### src/rtl/ro_meter_pkg.sv
// Shared FSM state type, default timing constants and width helpers for the
// ring-oscillator frequency meter.
package ro_meter_pkg;

    typedef enum logic [1:0] {
        IDLE   = 2'd0,
        SETTLE = 2'd1,
        GATE   = 2'd2,
        LATCH  = 2'd3
    } meter_state_t;

    localparam int DEF_GATE_CYCLES   = 50000;
    localparam int DEF_SETTLE_CYCLES = 4;

    function automatic int ch_width(input int n);
        return (n <= 1) ? 1 : $clog2(n);
    endfunction

    // Down-counter width able to hold the longer of the two load values (span-1).
    function automatic int timer_width(input int gate, input int settle);
        int span;
        span = (gate > settle) ? gate : settle;
        return (span <= 2) ? 1 : $clog2(span);
    endfunction

endpackage

### src/rtl/ro_edge_sync.sv
// Two-flop synchroniser for an asynchronous ring-oscillator output followed by
// a rising-edge detector (one pulse per 0->1 seen in the fpga_clk1 domain).
module ro_edge_sync (
    input  logic fpga_clk1,
    input  logic reset,
    input  logic din,
    output logic rise
);

    // sync[1:0] is the metastability chain, sync[2] is the previous sample
    logic [2:0] sync;

    always_ff @(posedge fpga_clk1) begin
        if (reset) begin
            sync <= '0;
        end else begin
            sync <= {sync[1:0], din};
        end
    end

    assign rise = sync[1] & ~sync[2];

endmodule

### src/rtl/ro_freq_meter.sv
// Multi-channel ring-oscillator frequency meter: counts synchronised rising edges
// over a fixed gate window. Define RO_FREQ_AVG_EN for per-channel averaged results.
//
// state  | meaning
// IDLE   | not measuring, waiting for enable
// SETTLE | channel mux just switched, edges ignored while synchroniser flushes
// GATE   | counting edges for GATE_CYCLES cycles
// LATCH  | result strobe cycle, counter cleared, pick next channel
module ro_freq_meter
    import ro_meter_pkg::*;
#(
    parameter int  N_CH          = 4,
    parameter int  CNT_W         = 16,
    parameter int  GATE_CYCLES   = DEF_GATE_CYCLES,
    parameter int  SETTLE_CYCLES = DEF_SETTLE_CYCLES,
    localparam int CH_W          = ch_width(N_CH)
) (
    input  logic             fpga_clk1,
    input  logic             reset,
    input  logic             enable,
    input  logic             scan_mode,
    input  logic [CH_W-1:0]  chan_sel,
    input  logic [N_CH-1:0]  ring_in,
    output logic [CNT_W-1:0] value_out,
    output logic [CH_W-1:0]  value_ch,
    output logic             value_valid,
    output logic             overflow,
    output logic             busy
);

    localparam int               TMR_W       = timer_width(GATE_CYCLES, SETTLE_CYCLES);
    localparam logic [TMR_W-1:0] GATE_LOAD   = TMR_W'(GATE_CYCLES - 1);
    localparam logic [TMR_W-1:0] SETTLE_LOAD = TMR_W'(SETTLE_CYCLES - 1);
    localparam logic [CNT_W-1:0] CNT_MAX     = '1;
    localparam logic [CH_W-1:0]  CH_LAST     = CH_W'(N_CH - 1);

    meter_state_t     state;
    logic [CH_W-1:0]  ch;
    logic [CH_W-1:0]  sel_clamped;
    logic [CH_W-1:0]  ch_scan_next;
    logic [TMR_W-1:0] timer;
    logic [CNT_W-1:0] count;
    logic [CNT_W-1:0] count_next;
    logic [CNT_W-1:0] result;
    logic             ovf;
    logic             ovf_next;
    logic             ring_mux;
    logic             rise;
    logic             timer_done;
    logic             latch_now;

    assign ring_mux = ring_in[ch];

    ro_edge_sync u_edge_sync (
        .fpga_clk1 (fpga_clk1),
        .reset     (reset),
        .din       (ring_mux),
        .rise      (rise)
    );

    assign timer_done = (timer == '0);
    assign latch_now  = (state == GATE) && enable && timer_done;

    always_comb begin
        sel_clamped = chan_sel;
        if (int'({1'b0, chan_sel}) >= N_CH) begin
            sel_clamped = '0;
        end
        ch_scan_next = (ch == CH_LAST) ? '0 : ch + CH_W'(1);
    end

    // Saturating count including this cycle's edge, so the last GATE cycle counts.
    always_comb begin
        count_next = count;
        ovf_next   = ovf;
        if (rise) begin
            if (count == CNT_MAX) begin
                ovf_next = 1'b1;
            end else begin
                count_next = count + CNT_W'(1);
            end
        end
    end

`ifdef RO_FREQ_AVG_EN
    logic [CNT_W-1:0]        avg [N_CH];
    logic [N_CH-1:0]         avg_init;
    logic signed [CNT_W:0]   avg_diff;
    logic [CNT_W-1:0]        avg_next;

    // Exponential average with weight 1/4; first result on a channel seeds it.
    always_comb begin
        avg_diff = $signed({1'b0, count_next}) - $signed({1'b0, avg[ch]});
        avg_next = count_next;
        if (avg_init[ch]) begin
            avg_next = avg[ch] + CNT_W'(avg_diff >>> 2);
        end
    end

    always_ff @(posedge fpga_clk1) begin
        if (reset) begin
            avg_init <= '0;
            for (int i = 0; i < N_CH; i++) begin
                avg[i] <= '0;
            end
        end else if (latch_now) begin
            avg[ch]      <= avg_next;
            avg_init[ch] <= 1'b1;
        end
    end

    assign result = avg_next;
`else
    assign result = count_next;
`endif

    always_ff @(posedge fpga_clk1) begin
        if (reset) begin
            state       <= IDLE;
            ch          <= '0;
            timer       <= '0;
            count       <= '0;
            ovf         <= 1'b0;
            value_out   <= '0;
            value_ch    <= '0;
            value_valid <= 1'b0;
            overflow    <= 1'b0;
            busy        <= 1'b0;
        end else begin
            value_valid <= 1'b0;
            case (state)
                IDLE: begin
                    if (enable) begin
                        state <= SETTLE;
                        ch    <= scan_mode ? '0 : sel_clamped;
                        timer <= SETTLE_LOAD;
                        busy  <= 1'b1;
                    end
                end
                SETTLE: begin
                    if (!enable) begin
                        state <= IDLE;
                        busy  <= 1'b0;
                        count <= '0;
                        ovf   <= 1'b0;
                    end else if (timer_done) begin
                        state <= GATE;
                        timer <= GATE_LOAD;
                    end else begin
                        timer <= timer - TMR_W'(1);
                    end
                end
                GATE: begin
                    if (!enable) begin
                        state <= IDLE;
                        busy  <= 1'b0;
                        count <= '0;
                        ovf   <= 1'b0;
                    end else if (timer_done) begin
                        state       <= LATCH;
                        value_out   <= result;
                        value_ch    <= ch;
                        overflow    <= ovf_next;
                        value_valid <= 1'b1;
                        count       <= '0;
                        ovf         <= 1'b0;
                    end else begin
                        timer <= timer - TMR_W'(1);
                        count <= count_next;
                        ovf   <= ovf_next;
                    end
                end
                LATCH: begin
                    if (enable) begin
                        state <= SETTLE;
                        ch    <= scan_mode ? ch_scan_next : sel_clamped;
                        timer <= SETTLE_LOAD;
                    end else begin
                        state <= IDLE;
                        busy  <= 1'b0;
                    end
                end
                default: begin
                    state <= IDLE;
                    busy  <= 1'b0;
                end
            endcase
        end
    end

endmodule
### config.mk
export PLATFORM = sky130hd
export DESIGN_NAME = ro_freq_meter
export DESIGN_NICKNAME = d
export VERILOG_FILES = /design/src/rtl/ro_meter_pkg.sv /design/src/rtl/ro_edge_sync.sv /design/src/rtl/ro_freq_meter.sv
export SDC_FILE = /design/constraint.sdc
export NUM_CORES = 1
export LEC_CHECK = 0
export ABC_AREA = 1
export ABC_CLOCK_PERIOD_IN_PS = 2400
export CAP_MARGIN = 25
export CORE_AREA = 2 2 104 76
export CTS_BUF_LIST = sky130_fd_sc_hd__clkbuf_16
export DETAILED_ROUTE_END_ITERATION = 12
export DIE_AREA = 0 0 106 78
export DONT_BUFFER_PORTS = 1
export PLACE_DENSITY = 0.7
export SYNTH_ARGS = -nofsm -noshare
export SYNTH_HDL_FRONTEND = slang
export SYNTH_HIERARCHICAL = 1
export SYNTH_SLANG_ARGS = --single-unit
### constraint.sdc
create_clock -name fpga_clk1 -period 2.4 [get_ports fpga_clk1]
set_input_delay 0.48 -clock fpga_clk1 [delete_from_list [all_inputs] [get_ports fpga_clk1]]
set_output_delay 0.48 -clock fpga_clk1 [all_outputs]
set_load 0.05 [all_outputs]
After elaboration in Yosys (flattened, before gate mapping)

Index checks and enable logic that the tools add are counted.

Word-level logic and storage cells: 83
Input port bits: 10
Register bits after elaboration: 61
Output and inout bits: 21

Bitwise logic cells: 4
Add/sub/neg operators: 3
Order comparisons: 1
Equality and inequality tests: 15
Multiplexer cells: 36
Reduce and logical (&&, ||, !) cells: 13

Operators with widths:

| cell                                                        | number |
|---|---|
| two-way mux 16 bit                                          | 10 |
| case mux 16 bit (3 select lines)                            | 1 |
| case mux 16 bit (2 select lines)                            | 1 |
| two-way mux 2 bit                                           | 10 |
| adder 16 x 1 -> 16 bit (second input constant)              | 1 |
| equality test 16 bit (second input constant)                | 1 |
| logical NOT 16 bit                                          | 1 |
| subtractor 16 x 1 -> 16 bit (second input constant)         | 1 |
| != test 2 bit (second input constant)                       | 7 |
| two-way mux 1 bit                                           | 9 |
| AND reduction 3 bit                                         | 3 |
| case mux 2 bit (4 select lines)                             | 1 |
| equality test 2 bit (second input constant)                 | 3 |
| != test 3 bit (second input constant)                       | 2 |
| OR reduction 3 bit                                          | 2 |
| case mux 1 bit (2 select lines)                             | 2 |
| case mux 2 bit (2 select lines)                             | 1 |
| AND reduction 2 bit                                         | 2 |
| AND reduction 4 bit                                         | 1 |
| nonzero test 2 bit                                          | 2 |
| less-than comparator 2 x 3 -> 1 bit (second input constant) | 1 |
| NOT 1 bit                                                   | 3 |
| adder 2 x 1 -> 2 bit (second input constant)                | 1 |
| binary-select mux 1 bit (select 2 bit)                      | 1 |
| other kinds (5)                                             | 5 |

Depth between registers and ports, before layout

Gate-level depths: netlist of run 1.

Depth after elaboration: 6
Mapped depth: 13

Cells and area by module

Netlist of run 1, hierarchy kept.

Modules (own cells, without submodules):

| module        | area an instance (sq um) | times used | cells an instance |
|---|---|---|---|
| ro_freq_meter | 3443.3                   | 1          | 500 |
| ro_edge_sync  | 86.3                     | 1          | 10 |

Worst setup path before layout of run 1

Ideal clock, no wire load.

Kind: register to register
Start: register state[1]
End: register timer[11]
Data arrival time: 1.547 ns
Cell stages (with the launch flop): 11
Setup time: 0.115 ns
Path slack: 0.738 ns
Period minus slack after synthesis: 1.662 ns
Required time: 2.285 ns
Path through: dfxtp_1 -> inv_1 -> ha_1 -> inv_2 -> nand2_1 -> o21ai_2 -> nand2_4 -> nor2_1 -> nand3_1 -> nand2_1 -> nor2_1

Cells in the longest elaborated chain, start to end: 4

Ends and longest elaborated chain:

| what                                                            | line                 | RTL |
|---|---|---|
| from (decl)                                                     | ro_freq_meter.sv:37  | `meter_state_t state;` |
| from (signal assigned)                                          | ro_freq_meter.sv:119 | `state <= IDLE;` |
| from (signal assigned)                                          | ro_freq_meter.sv:134 | `state <= SETTLE;` |
| from (signal assigned)                                          | ro_freq_meter.sv:142 | `state <= IDLE;` |
| equality test 2 bit / logical NOT 2 bit (equally long branches) | ro_freq_meter.sv:131 | `case (state)` |
| OR reduction 2 bit (no line)                                    | n/a                  |  |
| != test 2 x 1 -> 1 bit (no line)                                | n/a                  |  |
| AND reduction 4 bit (no line)                                   | n/a                  |  |
| to (signal assigned)                                            | ro_freq_meter.sv:150 | `timer <= timer - TMR_W'(1);` |
| to (signal assigned)                                            | ro_freq_meter.sv:168 | `timer <= timer - TMR_W'(1);` |
| to (decl)                                                       | ro_freq_meter.sv:41  | `logic [TMR_W-1:0] timer;` |

Several ways; a longest one is shown, not always the timed one.
A chain may end at the register's enable or synchronous reset.

Final worst setup path of run 1

Start: register state[1]
End: register timer[1]

Same word-level chain as after synthesis.

==> metrics.yaml, run 1 <==
rr_startpoint: "state[1]"
finalNetCount: 530
hold_viol_final: 0
path_clk_slew_ps: 60
worstMarginPinSlew_ps: 554
drtPass1Iterations: 7
crit_type: "register to register"
syn-num-nets: 528
syn_inst: 510
die_w_um: 106
diodes: 0
swShare: 0.436
p_clk_frac: 0.275
post_cts_buffers: 0
setup_viol: 0
numCtsBuffers: 9
synthToLayoutAreaGrowth_pct: 10.1
grt_pass1_wl_mm: 13.7
switchingPower_uw: 2170
routedWlPerCell_um: 13.5
ys_seq_area_frac: 0.346
ys_warn_count: 6
power.leakage_uw: 0.00159
crit_family: "simple AND/OR/NAND/NOR gates"
cpMostUsedCell: "nor2_1"
status: "finished, final reports clean"
drt_iter0_markers: 305
cp-start-kind: "register"
die_y_um: 78
grt_pass1_vias: 2922
vias: 3279
overflow: 0
seqPwrFrac: 0.304
worstHoldPathType: "input pin to register"
wirelength_mm: 8.30
rsz0062_at_grt: "false"
clk_latency_ps: 330
clock_path_buffers: 2
powerDensity_nw_per_um2: 1280
whs_path_depth: 1
min_period_over_period: 0.866
numPortBuffers: 0
tns_ps: 0
worstPathArrival_ps: 2300
ctsHtreeMaxLevel: 3
reg2reg_depth: 10
top_level_ports: 31
drv_cap: 0
cp-end-kind: "register"
coreArea_um2: 7190
relSlewSlack: 0.630
ant_nets: 0
fillerInstances: 714
fin_area_um2: 3890
path_depth: 10
root_buffer: "clkbuf_16"
hp-start: "reset"
post-route-min-period_ps: 2080
cts.repair.resized: 0
cp.buffers_inverters: 2
internal_power_uw: 2810
drc: 0
slowest_stage: "dfxtp_1"
cp_max_fo: 16
slowest_delay_ps: 390
ys_types: 41
fp.dieArea_um2: 8270
ys_ff_latch: 61
skew_ps: 4.82
cp-startpoint: "state[1]"
place_hpwl_mm: 6.00
place_congestion: 0.919
drv_slew: 0
synth_area_um2: 3530
grt_usage: 0.209
rows: 26
grt_antenna_before_repair: 0
fmax_mhz: 481
final_layout_size_suffix_gt1_frac: 0.126
required_ps: 2620
syn_area_per_cell_um2: 6.92
p_comb_frac: 0.421
dpl_cell_area_um2: 3570
cts_tree: "yes"
cts_hold_buf: 0
viasPerCell: 5.33
grt_max_degree: 31
worstPathCellList: "inv_1, ha_1, inv_2, nand2_1, o21ai_2, nand2_4, nor2_1, o21ai_0, nor2_1, nor2_1"
start_util: 0.491
peakVddDrop_v: 0.000685
clock-sinks: 61
## path summary, 6_finish.rpt
path	end	slack, ps
max	timer[1]	320
min	timer[9]	220
max reg2reg	timer[1]	320
min reg2reg	u_edge_sync/sync[1]	400
## cell usage after synthesis (all sizes together)
library cell | instances | area share
nand3 | 38 | 0.062
a21o | 1 | 0.0021
o22ai | 1 | 0.0018
nand3b | 4 | 0.0096
a221oi | 1 | 0.0025
nor2 | 81 | 0.11
ha | 8 | 0.028
xnor2 | 6 | 0.015
o21ai | 43 | 0.066
nand2 | 125 | 0.14
a31oi | 2 | 0.0078
buf | 11 | 0.031
and3 | 1 | 0.0018
inv | 54 | 0.057
nand4 | 9 | 0.016
clkbuf | 4 | 0.0046
dfxtp | 61 | 0.35
clkinv | 1 | 0.0011
nor4 | 1 | 0.0018
a21oi | 43 | 0.072
o21a | 3 | 0.0064
xor2 | 5 | 0.012
nor3 | 7 | 0.0099
## cell families after synthesis
group                      Yosys count  synth area share
AOI/OAI and AO/OA                   94             0.158
buffers and inverters               70            0.0939
and+or+nand+nor                    266             0.346
adders and majority gates            8            0.0284
DFF                                 61             0.346
xor gates and xnor gates            11            0.0273
## worst reg2reg max path, cell delays in order, from the launching register on
cell     delay [ps]
dfxtp_1         390
inv_1           120
ha_1            290
inv_2           130
nand2_1         170
o21ai_2         230
nand2_4         170
nor2_1          170
o21ai_0         130
nor2_1          120
nor2_1           40
## power groups by stage
stage | Sequential, uW | Clock [uW] | Combinational (uW)
global route | 1540 | 1430 | 2370
finish | 1510 | 1370 | 2100
global placement | 1530 | 0 | 2050
floorplan | 1490 | 0 | 1710
CTS | 1510 | 1400 | 2070
detailed placement | 1530 | 0 | 2060
## stage by stage
stage	total power [uW]	hold slack, ps	utilization	setup WS [ps]	cells
3_5_place_dp	3590	397	0.497	346	599
4_1_cts	4990	207	0.541	338	615
5_1_grt	5340	205	0.541	116	615
6_report	4990	218	0.541	322	615
3_3_place_gp	3580	392	0.497	414	599
2_1_floorplan	3200	388	-	738	510
## registers in the layout (all words and copies together) (netlist names)
signal / cells
busy: 1
ch: 2
count: 16
overflow: 1
ovf: 1
state: 2
timer: 16
u_edge_sync/sync: 3
value_ch: 2
value_out: 16
value_valid: 1
## cells in the final DEF (no fill, tap or decap), drive strengths merged, types with 5 or more instances in the layout
cell,instances
xor2,5
nor2,81
nor3,7
xnor2,6
a21oi,43
ha,8
dfxtp,61
clkinv,5
inv,54
nand3,38
clkbuf,9
o21ai,43
nand4,9
nand2,125
buf,6
## layer usage
metal / global-route usage / share of wire / vias up
met5: 0 / 0 / -
met4: 0.0539 / 0.0096 / 0
met3: 0.0647 / 0.087 / 7
met2: 0.294 / 0.40 / 118
met1: 0.307 / 0.50 / 1500
li1: - / - / 1654
## layout make-up
class	count	area, um^2	area share
timing repair buffer	6	45.0	0.0116
tap	98	123	0.0315
multi-input combinational	379	1980	0.509
clock buffer	9	225	0.0579
sequential	61	1220	0.314
clock inverter	7	90.1	0.0232
inverter	55	206	0.0531
(Power assumes the default switching activity.)
==> run 2: changes to the inputs <==
--- a/config.mk
+++ b/config.mk
@@ -6,14 +6,14 @@
 export NUM_CORES = 1
 export LEC_CHECK = 0
 export ABC_AREA = 1
-export ABC_CLOCK_PERIOD_IN_PS = 2400
+export ABC_CLOCK_PERIOD_IN_PS = 1800
 export CAP_MARGIN = 25
 export CORE_AREA = 2 2 104 76
 export CTS_BUF_LIST = sky130_fd_sc_hd__clkbuf_16
 export DETAILED_ROUTE_END_ITERATION = 12
 export DIE_AREA = 0 0 106 78
 export DONT_BUFFER_PORTS = 1
-export PLACE_DENSITY = 0.7
+export PLACE_DENSITY = 0.72
 export SYNTH_ARGS = -nofsm -noshare
 export SYNTH_HDL_FRONTEND = slang
 export SYNTH_HIERARCHICAL = 1
==> constraint.sdc (replaced) <==
create_clock -name fpga_clk1 -period 1.8 [get_ports fpga_clk1]
set_input_delay 0.36 -clock fpga_clk1 [delete_from_list [all_inputs] [get_ports fpga_clk1]]
set_output_delay 0.36 -clock fpga_clk1 [all_outputs]
set_load 0.05 [all_outputs]
==> metrics.yaml, run 2 (same netlist as run 1, synthesis figures left out) <==
status: "finished, final reports clean"
fmax_mhz: 590
grt_pass1_wl_mm: 14.0
grt_pass1_vias: 3115
numCtsBuffers: 9
die_w_um: 106
layout_common_cells: "116 x nand2_1, 67 x nor2_1, 57 x dfxtp_1"
place_congestion: 0.928
start_util: 0.491
grt_usage: 0.215
rr_startpoint: "timer[0]"
cts_hold_buf: 0
die_y_um: 78
numPortBuffers: 0
worstPathCellList: "inv_2, ha_2, nand3_2, nor2_4, nand3_4, nor2_4, buf_4, o21a_1, o21ai_1, inv_1"
cp-startpoint: "timer[0]"
overflow: 0
crit_type: "register to register"
fp.dieArea_um2: 8270
cts_tree: "yes"
viasPerCell: 5.25
clock-sinks: 61
hp-start: "reset"
place_hpwl_mm: 5.93
drv_cap: 0
seqCellArea_um2: 1230
clock_path_buffers: 2
worstMarginPinSlew_ps: 595
relSlewSlack: 0.602
rsz0062_at_grt: "true"
power_uw: 6770
powerDensity_nw_per_um2: 1660
post-route-min-period_ps: 1690
cpMostUsedCell: "nor2_4"
worstHoldPathType: "input pin to register"
cp-end-kind: "register"
vias: 3317
fillerInstances: 660
drtPass1Iterations: 5
fin_area_um2: 4080
cp_max_fo: 10
rows: 26
min_period_over_period: 0.941
hold_viol_final: 0
path_clk_slew_ps: 60
largest_registers: "count: 16 flops, timer: 16 flops, value_out: 16 flops"
synthToLayoutAreaGrowth_pct: 15.6
cp-start-kind: "register"
final_layout_size_suffix_gt1_frac: 0.189
ctsHtreeMaxLevel: 3
root_buffer: "clkbuf_16"
slowest_delay_ps: 300
top_level_ports: 31
worstPathArrival_ps: 1970
drv_slew: 0
drc: 0
diodes: 0
cp.buffers_inverters: 3
dpl_cell_area_um2: 3650
power.leakage_uw: 0.00166
wirelength_mm: 8.39
skew_ps: 8.51
routedWlPerCell_um: 13.3
layout_commonest_cell: "nand2_1"
drt_iter0_markers: 231
ant_nets: 0
grt_max_degree: 31
grt_antenna_before_repair: 0
slowest_stage: "dfxtp_1"
setup_viol: 0
crit_family: "simple AND/OR/NAND/NOR gates"
peakVddDrop_v: 0.00102
multi_input_area_um2: 2050
finalNetCount: 547
clk_latency_ps: 330
required_ps: 2080
coreArea_um2: 7190
## run 2: per-stage QoR
| step | std cells | setup slack (ps) | setup TNS (ps) | hold slack, ps | utilization |
|---|---|---|---|---|---|
| 2_1_floorplan | 510 | 138 | 0 | 388 | - |
| 3_5_place_dp | 609 | 3.01 | 0 | 396 | 0.507 |
| 3_3_place_gp | 609 | 99.2 | 0 | 393 | 0.507 |
| 6_report | 632 | 106 | 0 | 87.1 | 0.568 |
| 5_1_grt | 632 | -35.4 | -214 | 73.7 | 0.568 |
| 4_1_cts | 626 | 8.73 | 0 | 80.4 | 0.553 |
## run 2: final cells by class
class / count / share of cell area
Multi-Input combinational cell: 380 / 0.503
Sequential cell: 61 / 0.301
Clock buffer: 9 / 0.0552
Inverter: 55 / 0.0512
Timing Repair Buffer: 22 / 0.0414
Tap cell: 98 / 0.0301
Clock inverter: 7 / 0.0187
## run 2: timing repair
action                     in CTS  in global routing
buffers inserted                1                  5
resized for setup               4                 21
setup endpoints to repair       4                 47
pin swaps                       1                  5
gates cloned                    0                  1
## run 2: final timing paths
check                                      endpoint  slack (ps)  depth (start not counted)
worst max-delay path                  value_out[15]         110                         10
worst min-delay path                       count[0]          90                          1
worst max register to register        value_out[15]         110                         10
worst min register to register  u_edge_sync/sync[1]         410                          2
## run 2: worst reg2reg max path: cells and delay by family, from the launching register on
family,cells,cell delay [ps]
flip-flops,1,300
adder cells (fa/ha/maj),1,220
buffers and inverters,3,360
AO/OA/AOI/OAI,2,190
AND/OR/NAND/NOR,4,570
## run 2: power by group
group / switching, uW / leakage [uW] / internal (uW) / total [uW]
registers: 429 / 0.000496 / 1590 / 2020
logic: 1910 / 0.00103 / 1120 / 3030
clock network: 647 / 0.000130 / 1070 / 1720
total: 2990 / 0.00166 / 3780 / 6770
## run 2: layer usage
| metal | track usage | share of wire | wire [um] | up-vias |
|---|---|---|---|---|
| met1 | 0.285 | 0.49 | 4110 | 1516 |
| met2 | 0.326 | 0.44 | 3650 | 102 |
| met4 | 0.0645 | 0.0099 | 83 | 0 |
| met3 | 0.0782 | 0.065 | 545 | 8 |
| met5 | 0 | 0 | 0 | - |
| li1 | - | - | - | 1691 |
==> run 3: changes to the inputs <==
--- a/config.mk
+++ b/config.mk
@@ -6,14 +6,15 @@
 export NUM_CORES = 1
 export LEC_CHECK = 0
 export ABC_AREA = 1
-export ABC_CLOCK_PERIOD_IN_PS = 1800
+export ABC_CLOCK_PERIOD_IN_PS = 2000
 export CAP_MARGIN = 25
-export CORE_AREA = 2 2 104 76
+export CORE_AREA = 2 2 90 66
 export CTS_BUF_LIST = sky130_fd_sc_hd__clkbuf_16
 export DETAILED_ROUTE_END_ITERATION = 12
-export DIE_AREA = 0 0 106 78
+export DIE_AREA = 0 0 92 68
 export DONT_BUFFER_PORTS = 1
-export PLACE_DENSITY = 0.72
+export HOLD_SLACK_MARGIN = 0.05
+export PLACE_DENSITY = 0.88
 export SYNTH_ARGS = -nofsm -noshare
 export SYNTH_HDL_FRONTEND = slang
 export SYNTH_HIERARCHICAL = 1
==> constraint.sdc (replaced) <==
create_clock -name fpga_clk1 -period 2 [get_ports fpga_clk1]
set_input_delay 0.4 -clock fpga_clk1 [delete_from_list [all_inputs] [get_ports fpga_clk1]]
set_output_delay 0.4 -clock fpga_clk1 [all_outputs]
set_load 0.05 [all_outputs]
==> metrics.yaml, run 3 (same netlist as run 1, synthesis figures left out) <==
diodes: 0
rows: 23
ant_nets: 0
whs_path_depth: 1
whs_ps: 135
die_w_um: 92
clock_path_buffers: 2
fmax_mhz: 533
r2r-end: "timer[11]"
rr_startpoint: "state[0]"
final_layout_size_suffix_gt1_frac: 0.149
cts_hold_buf: 0
layout_common_cells: "116 x nand2_1, 69 x nor2_1, 60 x dfxtp_1"
cp_max_fo: 11
p_comb_frac: 0.450
synthToLayoutAreaGrowth_pct: 11.0
cts_tree: "yes"
drt_iter0_markers: 317
hold_viol_final: 0
status: "finished, final reports clean"
peakVddDrop_v: 0.00108
cp-end-kind: "register"
worstHoldPathType: "input pin to register"
whs_endpoint: "busy"
viasPerCell: 5.63
relSlewSlack: 0.469
min_period_over_period: 0.939
setup_viol: 0
overflow: 0
grt_max_degree: 31
drc: 0
numPortBuffers: 0
seqPwrFrac: 0.306
path_clk_slew_ps: 60
place_congestion: 0.990
start_util: 0.646
power.leakage_uw: 0.00160
reg2reg_depth: 12
ctsHtreeMaxLevel: 3
vias: 3364
drv_cap: 0
worstPathArrival_ps: 2140
coreArea_um2: 5470
required_ps: 2270
powerDensity_nw_per_um2: 1520
grt_pass1_wl_mm: 13.9
layout_commonest_cell: "nand2_1"
dpl_cell_area_um2: 3560
crit_type: "register to register"
clock-sinks: 61
root_buffer: "clkbuf_16"
p_clk_frac: 0.244
grt_usage: 0.285
rrSetupSlack_ps: 120
drv_slew: 0
wirelength_mm: 8.54
internal_power_uw: 3250
fin_area_um2: 3920
numCtsBuffers: 9
drtPass1Iterations: 5
grt_pass1_vias: 3106
skew_ps: 5.93
fp.dieArea_um2: 6260
switchingPower_uw: 2710
hp-start: "reset"
die_y_um: 68
fin_util: 0.716
clk_latency_ps: 330
grt_antenna_before_repair: 0
top_level_ports: 31
routedWlPerCell_um: 14.3
place_hpwl_mm: 5.80
largest_registers: "count: 16 flops, timer: 16 flops, value_out: 16 flops"
swShare: 0.455
fillerInstances: 450
post-route-min-period_ps: 1880
finalNetCount: 536
cp-start-kind: "register"
worstMarginPinSlew_ps: 796
==> run 3: cell count changes in the layout (fill, tap and decap cells not counted), sizes merged <==
cell	delta
buf	-10
inv	+3
clkinvlp	-2
bufinv	-1
nand2	-1
==> run 3: how the worst max path moves through the flow <==
stage / from / endpoint / slack, ps / cells after the start
final: state[0] / timer[11] / 120 / 12
after CTS: state[0] / timer[1] / 10 / 10
after global routing: state[0] / timer[1] / -9 / 10
after global placement: state[0] / timer[11] / 170 / 10
after detailed placement: state[1] / timer[11] / -0.2 / 11
after floorplan: state[1] / timer[11] / 340 / 10
==> run 3: metal layers <==
layer / share of wire / up-vias / global-route usage
met4: 0.018 / 0 / 0.104
li1: - / 1681 / -
met3: 0.079 / 19 / 0.0760
met2: 0.44 / 142 / 0.474
met1: 0.46 / 1522 / 0.363
met5: 0 / - / 0
==> run 3: power by group through the flow <==
stage	Sequential, uW	Combinational [uW]	Clock [uW]
after floorplan	1790	2050	0
after global placement	1830	2380	0
after detailed placement	1840	2440	0
after CTS	1810	2480	1480
after global routing	1860	2970	1530
final	1820	2680	1450
==> run 3: cell type report <==
| type | instances | area, um^2 | share of cell area |
|---|---|---|---|
| clock buffers | 9 | 225 | 0.0575 |
| clock inverters | 7 | 57.6 | 0.0147 |
| inverters | 55 | 206 | 0.0527 |
| multi-input cells | 379 | 2000 | 0.510 |
| flip-flops and latches | 61 | 1220 | 0.312 |
| well taps | 75 | 93.8 | 0.0240 |
| repair buffers | 12 | 115 | 0.0294 |
==> run 3: metrics by stage <==
| stage | total power (uW) | std cells | setup slack (ps) | TNS [ps] |
|---|---|---|---|---|
| detailed placement | 4270 | 576 | -0.217 | -0.217 |
| floorplan | 3840 | 510 | 338 | 0 |
| global route | 6360 | 598 | -8.94 | -27.8 |
| CTS | 5770 | 593 | 12.6 | 0 |
| global placement | 4220 | 576 | 168 | 0 |
| finish | 5960 | 598 | 122 | 0 |
==> run 3: repair_timing <==
item,CTS,global route
endpoints found under the setup margin,2,26
endpoints found under the hold margin,0,0
buffers inserted,1,5
gates resized for setup,2,5
pin swaps,1,2
==> run 3: critical path, stage by stage (launching register included) <==
cell,delay (ps)
dfxtp_1,380
inv_1,110
ha_2,230
inv_1,110
nand2_2,120
o21ai_4,180
nand2_4,130
buf_12,150
nor2_2,130
nand2_1,80
nand2_1,60
nand2_1,40
nor2_1,70
==> RTL change (flow settings as in run 2) <==
Re-encode `meter_state_t` (4 states) as Gray code, 2 bits wide.
--- a/src/rtl/ro_meter_pkg.sv
+++ b/src/rtl/ro_meter_pkg.sv
@@ -3,10 +3,10 @@
 package ro_meter_pkg;
 
     typedef enum logic [1:0] {
-        IDLE   = 2'd0,
-        SETTLE = 2'd1,
-        GATE   = 2'd2,
-        LATCH  = 2'd3
+        IDLE   = 2'b00,
+        SETTLE = 2'b01,
+        GATE   = 2'b11,
+        LATCH  = 2'b10
     } meter_state_t;
 
     localparam int DEF_GATE_CYCLES   = 50000;
Formal check against the unedited RTL: same outputs for any inputs over 10 cycles, from zero or initial values and one cycle with reset high; not proved beyond that.
==> RTL change against run 2 <==
  * Count of clock-buffer cells in the layout stayed put
  * Non-clock buffer count decreased by 4
  * Sequential cell count unchanged
  * Worst setup slack better by 0.045 ns
  * Routed wire length shrank 2.5%
  * Highest routed layer unchanged
  * Clock skew is 0.00073 ns lower
  * Largest cell class unchanged
  * Cell area fell by 2.2%
  * Critical path type unchanged
  * Synthesized area shrank 2.7%
Power is not compared: it rests on default switching activity, and its combinational part moved more than twofold at a synthesized area within 25%.
==> RTL change: results (changes against run 2) <==
<table>
<tr><th>Metric</th><th>Value</th></tr>
<tr><th colspan="2">Yosys</th></tr>
<tr><td>Net count of the mapped netlist</td><td>526 (-0.38%)</td></tr>
<tr><td>Top cells by instance count after synthesis</td><td>139 x sky130_fd_sc_hd__nand2_1, 71 x sky130_fd_sc_hd__nor2_1, 61 x sky130_fd_sc_hd__dfxtp_1</td></tr>
<tr><td>Distinct cell type count of the synthesized netlist</td><td>37 (-9.8%)</td></tr>
<tr><td>Synth area leaders</td><td>sky130_fd_sc_hd__dfxtp_1 36%, sky130_fd_sc_hd__nand2_1 15%, sky130_fd_sc_hd__nor2_1 7.8%</td></tr>
<tr><th colspan="2">Critical path</th></tr>
<tr><td>Number of cells on the worst reg-to-reg path</td><td>11 (+1)</td></tr>
<tr><td>Arrival time of data at the critical path endpoint</td><td>1.93 ns (-0.04 ns)</td></tr>
<tr><td>Startpoint of the lowest-slack register-to-register path</td><td>timer[1]$_SDFFE_PP0P_</td></tr>
<tr><td>Worst r2r dst</td><td>value_out[1]$_SDFFE_PP0P_</td></tr>
<tr><td>Highest net fanout along the worst path</td><td>14 (+4)</td></tr>
<tr><td>Worst setup slack for register-to-register paths</td><td>0.15 ns (+0.05 ns)</td></tr>
<tr><th colspan="2">Timing</th></tr>
<tr><td>Rel. slew slack</td><td>0.6011 (-0.0006240)</td></tr>
<tr><td>Worst clock skew on the final layout</td><td>0.007779 ns (-0.0007294 ns)</td></tr>
<tr><th colspan="2">Drt</th></tr>
<tr><td>Vias per Instance</td><td>5.195 (-1.0%)</td></tr>
<tr><td>Total wire length</td><td>8.179 mm (-2.5%)</td></tr>
<tr><td>Post-Route M1 WL</td><td>4.016 mm (-2.2%)</td></tr>
<tr><td>Met2 routed wirelength</td><td>3.301 mm (-9.5%)</td></tr>
<tr><td>Detailed router's first-iteration violation count</td><td>245 (+6.1%)</td></tr>
<tr><td>Met3 wire length</td><td>714 um (+31%)</td></tr>
<tr><th colspan="2">Global route</th></tr>
<tr><td>Grt met2 use</td><td>0.2806 (-0.04581)</td></tr>
<tr><td>GRT Overall Usage</td><td>0.2101 (-0.004451)</td></tr>
<tr><td>Global-route wire length before repair</td><td>13.68 mm (-2.5%)</td></tr>
<tr><td>Pin count of the biggest net entering global routing</td><td>39 (+26%)</td></tr>
<tr><td>Vias in the first global route</td><td>2847 (-8.6%)</td></tr>
<tr><th colspan="2">Placed design</th></tr>
<tr><td>Cell area after placement</td><td>3600 um2 (-1.3%)</td></tr>
<tr><td>Total half-perimeter wirelength after legalization and detailed placement</td><td>5.841 mm (-1.5%)</td></tr>
<tr><td>Routability cong.</td><td>0.9270 (-0.13%)</td></tr>
<tr><th colspan="2">Layout</th></tr>
<tr><td>Fraction of final layout cells sized beyond drive strength 1</td><td>0.1692 (-0.01997)</td></tr>
<tr><th colspan="2">Status</th></tr>
<tr><td>Run status</td><td>finished, final reports clean</td></tr>
</table>
[RTL change: through the flow]
step           utilization  std cells  setup slack, ns
2_1_floorplan            -        513           0.2865
3_3_place_gp        0.5007        611           0.1637
3_5_place_dp        0.5007        611           0.1184
4_1_cts             0.5433        627          0.09982
5_1_grt             0.5548        630        -0.004196
6_report            0.5548        630           0.1506
[RTL change: timing repair]
action                                  CTS  global route
resized for setup                         0            15
endpoints found under the setup margin    0            21
buffers inserted                          0             3
[RTL change: kinds of logic after synthesis]
family	Yosys count	share of synthesized area
flops	61	0.3557
buf+inv	77	0.09584
compound gates	72	0.1239
simple gates	292	0.3932
xor+xnor	8	0.02041
fa+ha+maj	3	0.01093
[RTL change: final cells by class]
class                   count  area, um2
fillers                   686       3201
multi-input cells         375       1931
flip-flops and latches     61       1221
inverters                  62      240.2
clock buffers               9      225.2
repair buffers             18      167.7
well taps                  98      122.6
clock inverters             7      81.33
[RTL change: how the worst max path moves through the flow]
stage	cells past startpoint	startpoint	end	slack (ns)
final	11	timer[1]$_SDFFE_PP0P_	value_out[1]$_SDFFE_PP0P_	0.15
after global routing	11	timer[0]$_SDFFE_PP0P_	value_out[7]$_SDFFE_PP0P_	-0.004
after CTS	9	timer[1]$_SDFFE_PP0P_	timer[2]$_SDFFE_PP0P_	0.1
after detailed placement	11	timer[0]$_SDFFE_PP0P_	value_out[8]$_SDFFE_PP0P_	0.12
after global placement	10	count[0]$_SDFFE_PP0P_	value_out[1]$_SDFFE_PP0P_	0.16
after floorplan	10	count[0]$_SDFFE_PP0P_	value_out[0]$_SDFFE_PP0P_	0.29
[RTL change: where the power goes]
part	switching (W)	total (W)	internal (W)
Clock	0.000598	0.00179	0.00119
Combinational	0.000244	0.000389	0.000145
Sequential	0.0000390	0.00142	0.00138
Total	0.000882	0.00360	0.00272
